## src/rtl/hazard_ctrl.sv

```systemverilog
// -----------------------------------------------------------------------------
// hazard_ctrl -- central stall/flush controller for the 5-stage in-order
// pipeline (IF, ID, EX, MEM, WB).
//
// Each cycle the controller resolves the hazard events into pipeline-register
// write enables and flushes. The priority order, highest first, is:
//   exception, D-cache busy, divider busy, branch mispredict, load-use,
//   I-cache busy.
// A two-state FSM (RUN/DROP) remembers a wrong-path fetch that is still
// outstanding after a redirect, so that the fetch can be discarded when it
// returns.
//
// All outputs are combinational from the inputs and the FSM state. Only the
// FSM state and the optional counters are registered.
//
// Optional feature: define HAZARD_PERF_CNT_EN to build the StallCnt/DropCnt
// performance counters. When the macro is undefined, both counters read 0.
//
// Ports:
//   clk             clock
//   rst             asynchronous, active-low reset
//   IF_ICacheBusy   instruction fetch outstanding, no valid instruction
//   ID_LoadUse      ID needs the result of the load now in EX
//   EX_DivBusy      multi-cycle divider in EX is not done
//   EX_BranchFail   mispredict resolved in EX; the redirect PC is presented now
//   MEM_DCacheBusy  data access in MEM is not complete
//   MEM_Exception   exception/eret commits in MEM; the vector PC is presented now
//   PC_Wr, ID_Wr, EX_Wr, MEM_Wr          register write enables
//   ID_Flush, EX_Flush, MEM_Flush, WB_Flush  load a bubble (dominates Wr)
//   IF_DropFetch    discard the instruction returned by the in-flight fetch
//   StallCnt        cycles with PC_Wr=0 outside reset
//   DropCnt         cycles with IF_DropFetch=1
// -----------------------------------------------------------------------------
module hazard_ctrl #(
  parameter int CNT_WIDTH = 32
) (
  input  logic                 clk,
  input  logic                 rst,
  input  logic                 IF_ICacheBusy,
  input  logic                 ID_LoadUse,
  input  logic                 EX_DivBusy,
  input  logic                 EX_BranchFail,
  input  logic                 MEM_DCacheBusy,
  input  logic                 MEM_Exception,
  output logic                 PC_Wr,
  output logic                 ID_Wr,
  output logic                 EX_Wr,
  output logic                 MEM_Wr,
  output logic                 ID_Flush,
  output logic                 EX_Flush,
  output logic                 MEM_Flush,
  output logic                 WB_Flush,
  output logic                 IF_DropFetch,
  output logic [CNT_WIDTH-1:0] StallCnt,
  output logic [CNT_WIDTH-1:0] DropCnt
);

  typedef enum logic {
    RUN  = 1'b0,
    DROP = 1'b1
  } state_e;

  state_e state_q, state_d;

  // A redirect is an exception, or a mispredict that wins the priority chain.
  // A mispredict hidden behind a D-cache or divider stall is not a redirect
  // yet; it is seen again once the stall clears.
  logic redirect;
  assign redirect = MEM_Exception |
                    (~MEM_DCacheBusy & ~EX_DivBusy & EX_BranchFail);

  // NOTE: state registers use non-blocking assignments so that every
  // always_ff samples the pre-edge values; combinational logic uses blocking.
  always_ff @(posedge clk or negedge rst) begin
    if (!rst) state_q <= RUN;
    else      state_q <= state_d;
  end

  always_comb begin
    // NOTE: every output gets a default first, so no path through the
    // if/case below can leave a signal unassigned and infer a latch.
    state_d      = state_q;
    PC_Wr        = 1'b1;
    ID_Wr        = 1'b1;
    EX_Wr        = 1'b1;
    MEM_Wr       = 1'b1;
    ID_Flush     = 1'b0;
    EX_Flush     = 1'b0;
    MEM_Flush    = 1'b0;
    WB_Flush     = 1'b0;
    IF_DropFetch = 1'b0;

    if (MEM_Exception) begin
      ID_Flush  = 1'b1;
      EX_Flush  = 1'b1;
      MEM_Flush = 1'b1;
      WB_Flush  = 1'b1;
    end else if (MEM_DCacheBusy) begin
      PC_Wr    = 1'b0;
      ID_Wr    = 1'b0;
      EX_Wr    = 1'b0;
      MEM_Wr   = 1'b0;
      WB_Flush = 1'b1;
    end else if (EX_DivBusy) begin
      PC_Wr     = 1'b0;
      ID_Wr     = 1'b0;
      EX_Wr     = 1'b0;
      MEM_Flush = 1'b1;
    end else if (EX_BranchFail) begin
      // The delay slot in ID moves on to EX; only the IF->ID register is killed.
      ID_Flush = 1'b1;
    end else if (ID_LoadUse) begin
      // ID is held, not flushed, even if the fetch is also busy.
      PC_Wr    = 1'b0;
      ID_Wr    = 1'b0;
      EX_Flush = 1'b1;
    end else if (IF_ICacheBusy) begin
      PC_Wr    = 1'b0;
      ID_Flush = 1'b1;
    end

    unique case (state_q)
      RUN: begin
        // The fetch still outstanding at a redirect belongs to the old path.
        if (redirect && IF_ICacheBusy) state_d = DROP;
      end
      DROP: begin
        IF_DropFetch = 1'b1;
        ID_Flush     = 1'b1;
        if (!redirect) PC_Wr = 1'b0;
        // The first non-busy cycle is the one returning the wrong-path word.
        // A redirect in that cycle leaves no fetch outstanding, so return to RUN.
        if (!IF_ICacheBusy) state_d = RUN;
      end
      default: state_d = RUN;
    endcase

    if (!rst) begin
      PC_Wr        = 1'b0;
      ID_Wr        = 1'b0;
      EX_Wr        = 1'b0;
      MEM_Wr       = 1'b0;
      ID_Flush     = 1'b0;
      EX_Flush     = 1'b0;
      MEM_Flush    = 1'b0;
      WB_Flush     = 1'b0;
      IF_DropFetch = 1'b0;
      state_d      = RUN;
    end
  end

`ifdef HAZARD_PERF_CNT_EN
  logic [CNT_WIDTH-1:0] stall_cnt_q, drop_cnt_q;

  // Both counters wrap naturally at 2^CNT_WIDTH.
  always_ff @(posedge clk or negedge rst) begin
    if (!rst) begin
      stall_cnt_q <= '0;
      drop_cnt_q  <= '0;
    end else begin
      if (!PC_Wr)       stall_cnt_q <= stall_cnt_q + CNT_WIDTH'(1);
      if (IF_DropFetch) drop_cnt_q  <= drop_cnt_q + CNT_WIDTH'(1);
    end
  end

  assign StallCnt = stall_cnt_q;
  assign DropCnt  = drop_cnt_q;
`else
  assign StallCnt = '0;
  assign DropCnt  = '0;
`endif

endmodule

```

## config.mk

```make
export PLATFORM = sky130hd
export DESIGN_NAME = hazard_ctrl
export DESIGN_NICKNAME = d
export VERILOG_FILES = /design/src/rtl/hazard_ctrl.sv
export SDC_FILE = /design/constraint.sdc
export NUM_CORES = 1
export LEC_CHECK = 0
export BUFFER_PORTS_ARGS = -buffer_cell sky130_fd_sc_hd__buf_4
export CELL_PAD_IN_SITES_DETAIL_PLACEMENT = 1
export CELL_PAD_IN_SITES_GLOBAL_PLACEMENT = 2
export CORE_ASPECT_RATIO = 1.4
export CORE_UTILIZATION = 14
export CTS_BUF_LIST = sky130_fd_sc_hd__clkbuf_4
export DETAILED_ROUTE_END_ITERATION = 8
export PLACE_DENSITY = 0.88
export SETUP_SLACK_MARGIN = 0.02
export SLEW_MARGIN = 10
export SYNTH_ARGS = -nofsm -noshare
export SYNTH_HDL_FRONTEND = slang
export SYNTH_SLANG_ARGS = --single-unit
```

## constraint.sdc

```tcl
create_clock -name clk -period 1 [get_ports clk]
set_input_delay 0.05 -clock clk [delete_from_list [all_inputs] [get_ports clk]]
set_output_delay 0.05 -clock clk [all_outputs]
set_load 0.02 [all_outputs]
```

==> run summary <==
The run finished with clean final reports. The die area is 0.00505 mm^2. The number of flip-flops in the largest register is 1.

The initial standard-cell utilization of the core came out at between 10% and 20%. In this run the remaining antenna-violating nets after routing total 0. Setup repair after global routing left no endpoint under its margin. STA classifies the critical path startpoint as a flip-flop. The area overhead of the layout relative to synthesis is -8.26%. For this run, the number of Yosys warnings is 0.

The final-stage net count came out at between 100 and 150. The most flop-heavy register is state_q. By area the synthesized netlist is led by sky130_fd_sc_hd__buf_4, sky130_fd_sc_hd__dfrtp_1, sky130_fd_sc_hd__o21a_1. The critical path's largest stage delay came out at approximately 0.38 ns. The global-route wire length before repair came out at 1320 um.

Measured along the y axis, the die boundary spans between 80 and 90 um. The shortest clock period the worst path allows after layout is 0.886 ns. The global placement routability congestion is 0.635. The post-cts repair resize count came out at 0. The critical path in this run is classified as reg -> out. For the worst setup path, the data required time is 0.95 ns. The tool flagged a number of max-cap violations equal to 0. The final HPWL from detailed placement came out at 927 um. The count of different cell masters after synthesis is 19. The number of antenna violations at the first check in global routing came out at 0.

The leakage power total is 0.356 nW. The share of the clock period used by the worst path after layout came out at 88.6%. The number of placed I/O pins is 81. Clock-pin slew was measured on the worst setup and hold paths at 0 ns. The largest net degree at the start of global routing is 11. The post-synthesis cell area is 667 um^2. For this run, the total global-route usage over all layers was measured as under 10%.

Summed over all instances, the cell type with the most area after synthesis is sky130_fd_sc_hd__buf_4. The clock tree skew after final layout came out at 0 ns. The initialized floorplan defines 29 standard-cell rows. The clock latency on the worst-skew pair came out at 0 ns.

The via count of the first global-routing pass is 278. The startpoint identified for the worst register-to-register timing path is state_q. The overflow left after global routing came out at 0. The number of max-slew violations in the final report came to 0. The via-per-instance ratio is 2.39. For the final routed database, the setup TNS stands at 0 ns. The DRC violation count after routing is 0. The region available for standard cell placement spans 0.00454 mm^2. The number of input and output port buffers inserted came out at 16. Summing over every cut layer, the via total after detailed routing is 397.

Of the cells placed in the final design, the portion with a size suffix greater than 1 is 18.3%. Setup violations remaining at the end of the flow were counted as 0. The number of flip-flops and latches in the synthesized netlist came out at 1. VDD sags by at most 0.0880 mV. The worst setup path is captured at an output pin. The number of placed instances, taps included, is around 170. The final wirelength came out at about 1000 um. The startpoint of the tightest hold check path is IF_ICacheBusy. In this run the worst setup path begins at state_q. Summing internal, switching and leakage power gives 0.409 mW. In the final layout, the registers with the most flip-flops are state_q (1). Among all stages on the critical path, the largest delay is contributed by sky130_fd_sc_hd__dfrtp_1. Traced cell by cell, the critical path runs through nor3_1, o31a_1, buf_4.

The finished layout holds roughly 170 standard cells, fillers aside. The number of DRC markers in iteration 0 is 11. The type of the tightest min-delay check is in -> reg. Dividing the detail-routed wire length by the instance count gives 6.17 um. The maximum net fanout on the critical path came out at 4.

The count of antenna diodes in the layout came out at 0. Power spread over the standard cell area amounts to 669 mW/mm^2. The number of failing hold endpoints at the final stage came out at 0.

The maximum clock frequency came out at 1130 MHz. The detailed-routing iteration count for the pre-antenna-repair pass is 2. Synthesis produced a netlist whose cell count is 90. The die outline width came out at 60.3 um. For this run, the share of the core covered by cells in the final layout is between 10% and 20%. The data arrival at the endpoint of the critical path is 0.84 ns.

In this run the biggest area consumer among cell types represents 73.2% of the synthesized area. The sequential share of the synthesized area is 3.75%. Averaged over all synthesized cells, the footprint is 7.41 um^2.
[final timing paths]
kind | end | slack, ns | depth (start not counted)
worst min-delay path | state_q | 0.31 | 3
min in group asynchronous | state_q | 0.44 | 2
worst max-delay path | PC_Wr | 0.11 | 3
worst min register to register | state_q | 0.57 | 2
worst max register to register | state_q | 0.18 | 2
max in group asynchronous | state_q | 0.46 | 2
[layout make-up]
| class | instances | area (um^2) |
|---|---|---|
| sequential | 1 | 25.0 |
| timing repair buffer | 17 | 130 |
| inverter | 2 | 7.51 |
| multi-input combinational | 84 | 372 |
| fill | 587 | 3920 |
| tap | 62 | 77.6 |
[cells in the mapped netlist]
master and n:
sky130_fd_sc_hd__buf_4 65, sky130_fd_sc_hd__o21a_1 3, sky130_fd_sc_hd__a21oi_1 2, sky130_fd_sc_hd__inv_1 2, sky130_fd_sc_hd__nand2_1 2, sky130_fd_sc_hd__nor3_1 2, sky130_fd_sc_hd__o21ai_0 2, sky130_fd_sc_hd__a211oi_1 1
sky130_fd_sc_hd__a21boi_2 1, sky130_fd_sc_hd__and2_1 1, sky130_fd_sc_hd__buf_6 1, sky130_fd_sc_hd__conb_1 1, sky130_fd_sc_hd__dfrtp_1 1, sky130_fd_sc_hd__nand2b_1 1, sky130_fd_sc_hd__nor2_1 1, sky130_fd_sc_hd__nor2_2 1
sky130_fd_sc_hd__nor2b_1 1, sky130_fd_sc_hd__o21a_4 1, sky130_fd_sc_hd__o31a_1 1
[what timing repair did]
action,4_1_cts,5_1_grt
hold buffers,1,0
buffers inserted,0,0
hold endpoints to repair,1,0
[cell usage in the layout, fill, tap and decap left out, types with 2 or more instances in the layout]
master	instances
sky130_fd_sc_hd__inv_1	2
sky130_fd_sc_hd__a21oi_1	2
sky130_fd_sc_hd__buf_4	16
sky130_fd_sc_hd__nor3_1	2
sky130_fd_sc_hd__o21a_1	3
sky130_fd_sc_hd__o21ai_0	2
sky130_fd_sc_hd__conb_1	64
sky130_fd_sc_hd__nand2_1	2
[cells by family after synthesis]
family	count (synthesis)	share of synthesized area [%]
buf+inv	68	76.0
other cells	1	0.562
simple gates	9	6.94
flops	1	3.75
compound gates	11	12.8
[power breakdown]
group,total [mW],internal (mW),switching [mW],leakage (nW)
Sequential,0.0453,0.0433,0.00199,0.0133
Clock,0,0,0,0
Combinational,0.364,0.0719,0.292,0.342
[worst max-delay path, delay by kind of cell (launching register included)]
kind | cells | cell delay [ns]
compound gates | 1 | 0.14
buf+inv | 1 | 0.13
flops | 1 | 0.38
simple gates | 1 | 0.18
[stage by stage]
stage	worst slack, ns	instance area, um^2	hold WS, ns
after floorplan	0.171	903	-0.246
after global placement	0.131	602	-0.136
after detailed placement	0.123	602	-0.131
after CTS	0.115	612	0.319
after global routing	0.0383	612	0.360
final	0.114	612	0.315
[layer usage]
layer / vias to the layer above / GRT usage (%) / routed length (um)
met2: 54 / 5.29 / 411
li1: 180 / - / -
met3: 0 / 2.48 / 307
met4: 0 / 0 / 0
met1: 163 / 3.19 / 305
met5: - / 0 / 0
(Power assumes the default switching activity.)
